==> src/rtl/mem_io_stage_if.sv <==
// IO bus between the MEM-stage access unit (master) and an IO responder (slave).
// The request side is held stable until the responder acks or the master times out.
interface mem_io_stage_if;
  logic        io_req_o;
  logic        io_we_o;
  logic [31:0] io_addr_o;
  logic [31:0] io_wdata_o;
  logic        io_ack_i;
  logic [31:0] io_rdata_i;

  modport master (
    output io_req_o, io_we_o, io_addr_o, io_wdata_o,
    input  io_ack_i, io_rdata_i
  );

  modport slave (
    input  io_req_o, io_we_o, io_addr_o, io_wdata_o,
    output io_ack_i, io_rdata_i
  );
endinterface

==> src/rtl/mem_io_stage.sv <==
// MEM-stage access unit: byte/half/word RAM loads and stores, req/ack IO transactions
// with timeout, front-pipeline stall and registered, aligned write-back data.
module mem_io_stage #(
  parameter int unsigned ADDR_W     = 14,
  parameter int unsigned IO_TIMEOUT = 255
) (
  input  logic              clk,
  input  logic              rst_n,
  input  logic              reg_write_i,
  input  logic              mem_read_i,
  input  logic              mem_write_i,
  input  logic              io_read_i,
  input  logic              io_write_i,
  input  logic [1:0]        byte_or_word_i,
  input  logic [31:0]       alu_result_i,
  input  logic [31:0]       rdata2_i,
  input  logic [4:0]        rd_i,
  output logic              stall_o,
  output logic [ADDR_W-1:0] dmem_addr_o,
  output logic [3:0]        dmem_we_o,
  output logic [31:0]       dmem_wdata_o,
  input  logic [31:0]       dmem_rdata_i,
  mem_io_stage_if.master    io,
  output logic              reg_write_o,
  output logic [4:0]        rd_o,
  output logic [31:0]       wb_data_o,
  output logic              misalign_o,
  output logic              io_err_o
);

  typedef enum logic [1:0] {IDLE, MEM_RD, IO_WAIT} state_t;

  localparam logic [15:0] TMO_LAST = 16'(IO_TIMEOUT - 1);

  state_t      state;
  logic [15:0] tmo_cnt;
  logic [1:0]  lat_size;
  logic [1:0]  lat_lo;
  logic        lat_rw;
  logic [4:0]  lat_rd;
  logic        lat_io_rd;

  logic mis, go_io, go_mrd, go_mwr, tmo_hit;

  function automatic logic [31:0] align_load(input logic [31:0] w,
                                             input logic [1:0]  size,
                                             input logic [1:0]  lo);
    logic [7:0]  b;
    logic [15:0] h;
    b = w[{lo, 3'b000} +: 8];
    h = lo[1] ? w[31:16] : w[15:0];
    case (size)
      2'b00:   align_load = {{24{b[7]}}, b};
      2'b01:   align_load = {{16{h[15]}}, h};
      2'b10:   align_load = w;
      default: align_load = {24'b0, b};
    endcase
  endfunction

  assign dmem_addr_o = alu_result_i[ADDR_W+1:2];

  always_comb begin
    mis = ((byte_or_word_i == 2'b01) && alu_result_i[0]) ||
          ((byte_or_word_i == 2'b10) && (alu_result_i[1:0] != 2'b00));
    // Priority io_read > io_write > mem_read > mem_write; a misaligned access is dropped.
    go_io   = (io_read_i | io_write_i) & ~mis;
    go_mrd  = ~io_read_i & ~io_write_i & mem_read_i & ~mis;
    go_mwr  = ~io_read_i & ~io_write_i & ~mem_read_i & mem_write_i & ~mis;
    tmo_hit = (state == IO_WAIT) && !io.io_ack_i && (tmo_cnt == TMO_LAST);
  end

  always_comb begin
    stall_o = 1'b0;
    case (state)
      IDLE:    stall_o = go_mrd | go_io;
      IO_WAIT: stall_o = ~io.io_ack_i & ~tmo_hit;
      default: stall_o = 1'b0;
    endcase
    // Stall must read 0 while held in reset, whatever the pipeline presents.
    stall_o = stall_o & rst_n;
  end

  always_comb begin
    dmem_we_o    = '0;
    dmem_wdata_o = rdata2_i;
    case (byte_or_word_i)
      2'b01:   dmem_wdata_o = {2{rdata2_i[15:0]}};
      2'b10:   dmem_wdata_o = rdata2_i;
      default: dmem_wdata_o = {4{rdata2_i[7:0]}};
    endcase
    if (rst_n && state == IDLE && go_mwr) begin
      case (byte_or_word_i)
        2'b01:   dmem_we_o = alu_result_i[1] ? 4'b1100 : 4'b0011;
        2'b10:   dmem_we_o = 4'b1111;
        default: dmem_we_o = 4'b0001 << alu_result_i[1:0];
      endcase
    end
  end

  always_ff @(posedge clk or negedge rst_n) begin
    if (!rst_n) begin
      state         <= IDLE;
      tmo_cnt       <= '0;
      lat_size      <= '0;
      lat_lo        <= '0;
      lat_rw        <= 1'b0;
      lat_rd        <= '0;
      lat_io_rd     <= 1'b0;
      io.io_req_o   <= 1'b0;
      io.io_we_o    <= 1'b0;
      io.io_addr_o  <= '0;
      io.io_wdata_o <= '0;
      reg_write_o   <= 1'b0;
      rd_o          <= '0;
      wb_data_o     <= '0;
      misalign_o    <= 1'b0;
      io_err_o      <= 1'b0;
    end else begin
      misalign_o <= 1'b0;
      io_err_o   <= 1'b0;
      case (state)
        IDLE: begin
          lat_size  <= byte_or_word_i;
          lat_lo    <= alu_result_i[1:0];
          lat_rw    <= reg_write_i;
          lat_rd    <= rd_i;
          lat_io_rd <= io_read_i;
          if (mis && (io_read_i | io_write_i | mem_read_i | mem_write_i)) begin
            misalign_o  <= 1'b1;
            reg_write_o <= 1'b0;
            rd_o        <= '0;
          end else if (go_io) begin
            io.io_req_o   <= 1'b1;
            io.io_we_o    <= ~io_read_i;
            io.io_addr_o  <= alu_result_i;
            io.io_wdata_o <= rdata2_i;
            reg_write_o   <= 1'b0;
            rd_o          <= '0;
            state         <= IO_WAIT;
          end else if (go_mrd) begin
            reg_write_o <= 1'b0;
            rd_o        <= '0;
            state       <= MEM_RD;
          end else begin
            reg_write_o <= reg_write_i;
            rd_o        <= reg_write_i ? rd_i : 5'd0;
            wb_data_o   <= alu_result_i;
          end
        end
        MEM_RD: begin
          wb_data_o   <= align_load(dmem_rdata_i, lat_size, lat_lo);
          reg_write_o <= lat_rw;
          rd_o        <= lat_rw ? lat_rd : 5'd0;
          state       <= IDLE;
        end
        IO_WAIT: begin
          if (io.io_ack_i) begin
            io.io_req_o <= 1'b0;
            io.io_we_o  <= 1'b0;
            tmo_cnt     <= '0;
            if (lat_io_rd) begin
              wb_data_o   <= align_load(io.io_rdata_i, lat_size, lat_lo);
              reg_write_o <= lat_rw;
              rd_o        <= lat_rw ? lat_rd : 5'd0;
            end else begin
              reg_write_o <= 1'b0;
              rd_o        <= '0;
            end
            state <= IDLE;
          end else if (tmo_cnt == TMO_LAST) begin
            io.io_req_o <= 1'b0;
            io.io_we_o  <= 1'b0;
            tmo_cnt     <= '0;
            io_err_o    <= 1'b1;
            wb_data_o   <= '0;
            reg_write_o <= lat_io_rd & lat_rw;
            rd_o        <= (lat_io_rd & lat_rw) ? lat_rd : 5'd0;
            state       <= IDLE;
          end else begin
            tmo_cnt     <= tmo_cnt + 16'd1;
            reg_write_o <= 1'b0;
            rd_o        <= '0;
          end
        end
        default: state <= IDLE;
      endcase
    end
  end

endmodule

==> src/flat_wrapper.sv <==
// flat-port wrapper written by rule: the top's interface ports become plain ports
module mem_io_stage_flat 
#(
  parameter int unsigned ADDR_W     = 14,
  parameter int unsigned IO_TIMEOUT = 255
)
  (clk, rst_n, reg_write_i, mem_read_i, mem_write_i, io_read_i, io_write_i, byte_or_word_i, alu_result_i, rdata2_i, rd_i, stall_o, dmem_addr_o, dmem_we_o, dmem_wdata_o, dmem_rdata_i, reg_write_o, rd_o, wb_data_o, misalign_o, io_err_o, io_io_req_o, io_io_we_o, io_io_addr_o, io_io_wdata_o, io_io_ack_i, io_io_rdata_i);
  mem_io_stage_if io_i ();
  input  logic clk;
  input  logic rst_n;
  input  logic reg_write_i;
  input  logic mem_read_i;
  input  logic mem_write_i;
  input  logic io_read_i;
  input  logic io_write_i;
  input  logic [1:0] byte_or_word_i;
  input  logic [31:0] alu_result_i;
  input  logic [31:0] rdata2_i;
  input  logic [4:0] rd_i;
  output logic stall_o;
  output logic [ADDR_W-1:0] dmem_addr_o;
  output logic [3:0] dmem_we_o;
  output logic [31:0] dmem_wdata_o;
  input  logic [31:0] dmem_rdata_i;
  output logic reg_write_o;
  output logic [4:0] rd_o;
  output logic [31:0] wb_data_o;
  output logic misalign_o;
  output logic io_err_o;
  output wire logic [$bits(io_i.io_req_o)-1:0] io_io_req_o;
  output wire logic [$bits(io_i.io_we_o)-1:0] io_io_we_o;
  output wire logic [$bits(io_i.io_addr_o)-1:0] io_io_addr_o;
  output wire logic [$bits(io_i.io_wdata_o)-1:0] io_io_wdata_o;
  input wire logic [$bits(io_i.io_ack_i)-1:0] io_io_ack_i;
  input wire logic [$bits(io_i.io_rdata_i)-1:0] io_io_rdata_i;
  assign io_io_req_o = io_i.io_req_o;
  assign io_io_we_o = io_i.io_we_o;
  assign io_io_addr_o = io_i.io_addr_o;
  assign io_io_wdata_o = io_i.io_wdata_o;
  assign io_i.io_ack_i = io_io_ack_i;
  assign io_i.io_rdata_i = io_io_rdata_i;
  mem_io_stage #(.ADDR_W(ADDR_W), .IO_TIMEOUT(IO_TIMEOUT)) u_core (.clk(clk), .rst_n(rst_n), .reg_write_i(reg_write_i), .mem_read_i(mem_read_i), .mem_write_i(mem_write_i), .io_read_i(io_read_i), .io_write_i(io_write_i), .byte_or_word_i(byte_or_word_i), .alu_result_i(alu_result_i), .rdata2_i(rdata2_i), .rd_i(rd_i), .stall_o(stall_o), .dmem_addr_o(dmem_addr_o), .dmem_we_o(dmem_we_o), .dmem_wdata_o(dmem_wdata_o), .dmem_rdata_i(dmem_rdata_i), .io(io_i), .reg_write_o(reg_write_o), .rd_o(rd_o), .wb_data_o(wb_data_o), .misalign_o(misalign_o), .io_err_o(io_err_o));
endmodule
==> config.mk <==
export PLATFORM = sky130hd
export DESIGN_NAME = mem_io_stage_flat
export DESIGN_NICKNAME = d
export VERILOG_FILES = /design/src/rtl/mem_io_stage_if.sv /design/src/rtl/mem_io_stage.sv /design/src/flat_wrapper.sv
export SDC_FILE = /design/constraint.sdc
export NUM_CORES = 1
export LEC_CHECK = 0
export BUFFER_PORTS_ARGS = -buffer_cell sky130_fd_sc_hd__buf_4
export CAP_MARGIN = 20
export CELL_PAD_IN_SITES_DETAIL_PLACEMENT = 1
export CELL_PAD_IN_SITES_GLOBAL_PLACEMENT = 2
export CORE_UTILIZATION = 32
export DETAILED_ROUTE_END_ITERATION = 6
export PLACE_DENSITY_LB_ADDON = 0.15
export RECOVER_POWER = 100
export SETUP_SLACK_MARGIN = 0.3
export SKIP_CTS_REPAIR_TIMING = 1
export SYNTH_ARGS = -nofsm -noshare
export SYNTH_HDL_FRONTEND = slang
export SYNTH_SLANG_ARGS = --single-unit
==> constraint.sdc <==
create_clock -name clk -period 4.55 [get_ports clk]
set_input_delay 0.455 -clock clk [delete_from_list [all_inputs] [get_ports clk]]
set_output_delay 0.455 -clock clk [all_outputs]
set_load 0.005 [all_outputs]
# Word-level counts from Yosys, hierarchy flattened
# Index checks and enable logic that the tools add are counted.
# op_classes
shift	3
magnitude_cmp	0
n_eq_ne	14
mul	0
n_div	0
n_addsub	1
bitwise	21
muxes	54
reduce_logical	18
# op_table
operator	n
$pmux W32 S3	3
$mux W32	6
$mux W16	4
$pmux W32 S2	1
$shiftx A32 B6 Y8	2
$mux W5	9
$mux W1	17
$add A16 B1 Y16 const B	1
$eq A16 B8 Y1 const B	1
$pmux W5 S3	1
$and A1 B1 Y1	10
$mux W2	5
$mux W4	2
$pmux W4 S2	1
$logic_and A1 B1 Y1	7
$not A1 Y1	7
$eq A2 B1 Y1 const B	3
$eq A2 B2 Y1 const B	3
$ne A2 B2 Y1 const B	3
$pmux W1 S2	3
$reduce_and A3 Y1	2
$reduce_and A6 Y1	1
$logic_not A2 Y1	2
$or A1 B1 Y1	4
12 further kinds	13
# word_totals
out_inout_bits	157
memories	0
latch_bits	0
inputBits	143
mem_bits_ro	0
ff_bits	135
elab_cells	127
ram_bits	0

# Depth between registers and ports, before layout
# logic_depth
ltp_word	9
depth_mapped	9
depth_no_buf	7

# Worst setup path after synthesis
# OpenSTA, ideal clock, no wires.
# synth_path
path_kind	input-to-reg
startpoint	input byte_or_word_i[0]
endpoint	register u_core.wb_data_o[10]
slack_ns	2.283
n_path_buf	2
t_required_ns	4.425
stages	9
t_arrival_ns	2.142
setup_ns	0.125
cell_sequence	inv_1 > ha_1 > buf_2 > nor2_1 > nor2_1 > a311o_1 > nor2_2 > buf_4 > mux2_2
# synth_via
elab_chain_len	7
word_cells_on_any_way	13
cone_classes	eq/ne (5); bitwise (3); reduce/logical (5)
# synth_lines
item	line_no	source
start: declaration	flat_wrapper.sv:16	input logic [1:0] byte_or_word_i;
$eq A2 B1 Y1 / $eq A2 B2 Y1 (equally long branches)	mem_io_stage.sv:63, mem_io_stage.sv:64	
$logic_and A1 B1 Y1 (on tied branches)	mem_io_stage.sv:63, mem_io_stage.sv:64	
$logic_or A1 B1 Y1 (*)	mem_io_stage.sv:63	mis = ((byte_or_word_i == 2'b01) && alu_result_i[0]) ||
$not A1 Y1	mem_io_stage.sv:66, mem_io_stage.sv:67	
$and A1 B1 Y1 (on tied branches)	mem_io_stage.sv:66, mem_io_stage.sv:67	
$ne A2 B2 Y1 (no line)	-	
$reduce_and A6 Y1 (no line) (*)	-	
end signal: assignment	mem_io_stage.sv:147	wb_data_o <= alu_result_i;
end signal: assignment	mem_io_stage.sv:151	wb_data_o <= align_load(dmem_rdata_i, lat_size, lat_lo);
end signal: assignment	mem_io_stage.sv:162	wb_data_o <= align_load(io.io_rdata_i, lat_size, lat_lo);
end: declaration	mem_io_stage.sv:26	output logic [31:0] wb_data_o,
# Mark *: on every way between the ends. The rest lies on a longest branch, timed or not.
# A chain may end at the register's enable or synchronous reset.

# Final worst setup path
# layout_path
startpoint	register u_core.lat_lo[1]
endpoint	register u_core.wb_data_o[28]
# layout_via
elab_chain_len	5
word_cells_on_any_way	9
cone_classes	shift (2); mux (7)
# layout_lines
item	line_no	source
start: declaration	mem_io_stage.sv:38	logic [1:0] lat_lo;
start signal: assignment	mem_io_stage.sv:124	lat_lo <= alu_result_i[1:0];
$shiftx A32 B6 Y8 / $mux W16 (equally long branches)	mem_io_stage.sv:50, mem_io_stage.sv:51	
$pmux W32 S3	mem_io_stage.sv:52	case (size)
$mux W32	mem_io_stage.sv:161	if (lat_io_rd) begin
$mux W32	mem_io_stage.sv:157	if (io.io_ack_i) begin
$pmux W32 S3 (*)	mem_io_stage.sv:121	case (state)
# Mark *: on every way between the ends. The rest lies on a longest branch, timed or not. The select of a mux whose other input is x is not followed.

==> results.json <==
{
  "violations": "max-capacitance violations, max-slew violations",
  "htree_levels": 4,
  "nets": 1158,
  "crit_required_ns": 4.86,
  "setup-tns-final_ns": 0,
  "antenna_found_initial": 1,
  "stdcell_count": 1343,
  "fin_crit_ns": 3.64,
  "endpoint_kind": "flip-flop",
  "core-area_sq_um": 24200,
  "avgSynthCellArea_sq_um": 10.4,
  "slew_headroom_pct": -23.0,
  "fin_crit_sh_pct": 80.1,
  "cts.sinks": 135,
  "synth_most_common_cell": "dfrtp_1",
  "areaGrowthSynthToFinish_pct": 34.3,
  "status": "finished with violations",
  "leakagePower_nw": 4.71,
  "cts_root_buf": "clkbuf_16",
  "rsz0062_at_grt": "false",
  "cp_max_fo": 41,
  "fin_area_sq_um": 10600,
  "finalWirelength_um": 28300,
  "final-setup-viol-count": 0,
  "io_pins": 300,
  "path_clk_slew_ns": 0.06,
  "dp_hpwl_um": 21000,
  "synth-edff-count": 0,
  "drc": 0,
  "first_iter_violations": 396,
  "dpl_cell_area_sq_um": 10200,
  "max_slew.worst_pin.slew_ns": 1.85,
  "start_kind": "flip-flop",
  "fin_worst_skew_ns": 0.0138,
  "synthesis.area_sq_um": 7870,
  "ant_nets": 0,
  "async_reset_ff_share_pct": 100,
  "r2r-end": "u_core.wb_data_o[28]$_DFFE_PN0P_",
  "fmax_ghz": 0.275,
  "synthTopCellsByCount": "135 x dfrtp_1, 91 x mux2_2, 66 x nor2_1",
  "die_x_um": 159,
  "yosys_warnings": 0,
  "synthCells": 758,
  "ys_ff_latch": 135,
  "hp-class": "input port to async pin",
  "cts_tree": "yes",
  "yosysTopAreaCellShare_pct": 43.0,
  "r2r_slack_ns": 0.91,
  "viasPerCell": 5.23,
  "holdWs_ns": 0.0606,
  "p_per_area_nw_per_um2": 648,
  "routedWlPerCell_um": 21.1,
  "die_area_sq_um": 25200,
  "synth_top_area_cell": "dfrtp_1",
  "grt_max_degree": 77,
  "peakVddDrop_uv": 252,
  "worstSetupPathType": "flip-flop to flip-flop",
  "track_usage_pct": 22.9,
  "layout-drive-gt1-share_pct": 38.7,
  "clk_latency_ns": 0.43,
  "timing.rr.start": "u_core.lat_lo[1]$_DFFE_PN0N_",
  "drv_cap": 3,
  "place_inst": 1312,
  "overflow": 0,
  "clock_path_buffers": 2,
  "dr.pass1.iters": 4,
  "maxSlewViolCount": 120,
  "io_buffer_count": 299,
  "grt_pass1_vias": 7500,
  "ys_types": 60,
  "ys_seq_area_share_pct": 43.0,
  "numCtsBuffers": 17,
  "gp_congestion": 0.813,
  "hold_viol": 0,
  "synth_nets": 909,
  "start_util_pct": 32.5,
  "r2r_cells": 4,
  "synth.area.top_cells": "dfrtp_1 43%, mux2_2 13%, nor2_1 3.1%",
  "vias": 7018,
  "grt_pass1_wl_um": 44600,
  "die_y_um": 159,
  "synth_flop_cell": "dfrtp_1",
  "row_count": 57,
  "critPathArrivalTime_ns": 3.95
}
## how the worst max path moves through the flow
| stage | cells after the start | end | from |
|---|---|---|---|
| floorplan | 9 | u_core.wb_data_o[10]$_DFFE_PN0P_ | byte_or_word_i[0] |
| global placement | 9 | u_core.wb_data_o[30]$_DFFE_PN0P_ | byte_or_word_i[0] |
| detailed placement | 9 | u_core.wb_data_o[31]$_DFFE_PN0P_ | byte_or_word_i[0] |
| CTS | 4 | u_core.wb_data_o[28]$_DFFE_PN0P_ | u_core.lat_lo[1]$_DFFE_PN0N_ |
| global route | 4 | u_core.wb_data_o[29]$_DFFE_PN0P_ | u_core.lat_lo[1]$_DFFE_PN0N_ |
| finish | 4 | u_core.wb_data_o[28]$_DFFE_PN0P_ | u_core.lat_lo[1]$_DFFE_PN0N_ |
## layout by cell type, fill, tap and decap left out, types with 9 or more instances in the layout
cell type,synthesis,final
nor2_1,66,66
a21oi_1,21,21
a22o_1,14,14
a22oi_1,28,28
mux2i_1,20,20
nand4_1,9,9
a31oi_1,25,25
clkbuf_1,35,50
o211ai_1,13,13
xor2_1,9,9
buf_4,24,144
nand2_1,51,51
dfrtp_1,135,135
o31ai_1,17,17
clkbuf_4,0,108
mux2_2,91,91
o21ai_0,40,40
clkbuf_16,0,17
inv_1,13,13
## state kept, by name (all words and copies together), names as in the netlist, 2 cells and up
register              cells
u_core.io.io_addr_o      32
u_core.io.io_wdata_o     32
u_core.wb_data_o         32
u_core.tmo_cnt           16
u_core.lat_rd             5
u_core.rd_o               5
u_core.lat_lo             2
u_core.lat_size           2
u_core.state              2
## stage by stage
step,total power [mW],utilization [%],setup slack (ns)
after global placement,5.59,42.2,1.56
after detailed placement,5.64,42.2,1.49
after global routing,7.30,43.7,0.690
after CTS,7.13,44.7,1.56
after floorplan,4.16,-,2.28
final,6.84,43.7,0.907
## metal layers
layer	vias up	track usage (%)	share of wire (%)
met1	3510	29.9	45
met5	-	0	0
li1	3285	-	-
met2	196	36.7	47
met3	27	6.43	6.3
met4	0	6.66	1.9
## critical path: stages, from the launching register on
cell and delay [ns]:
dfrtp_1 1.59, mux4_2 0.71, a221oi_4 0.72, a31oi_1 0.17, mux2_1 0.34
## power breakdown
part | switching, mW | internal (mW) | leakage [nW]
sequential | 0.456 | 1.73 | 1.65
combinational | 1.56 | 1.64 | 2.77
clock | 0.568 | 0.887 | 0.287
total | 2.58 | 4.26 | 4.71
## cell type report
type / instances / area, sq um
fill: 2766 / 13600
multi-input combinational: 534 / 4000
sequential: 135 / 3380
timing repair buffer: 306 / 2120
clock buffer: 19 / 453
tap: 324 / 405
clock inverter: 11 / 149
inverter: 13 / 48.8
antenna: 1 / 2.50
## kinds of logic after synthesis
kind of cell | count (synthesis) | synth area share (%)
AO/OA/AOI/OAI | 205 | 18.4
AND/OR/NAND/NOR | 180 | 10.5
flip-flops | 135 | 43.0
multiplexers | 128 | 19.5
buffers and inverters | 89 | 5.85
XOR/XNOR | 13 | 1.45
adder cells (fa/ha/maj) | 8 | 1.27
Power figures use the tool's default switching activity.
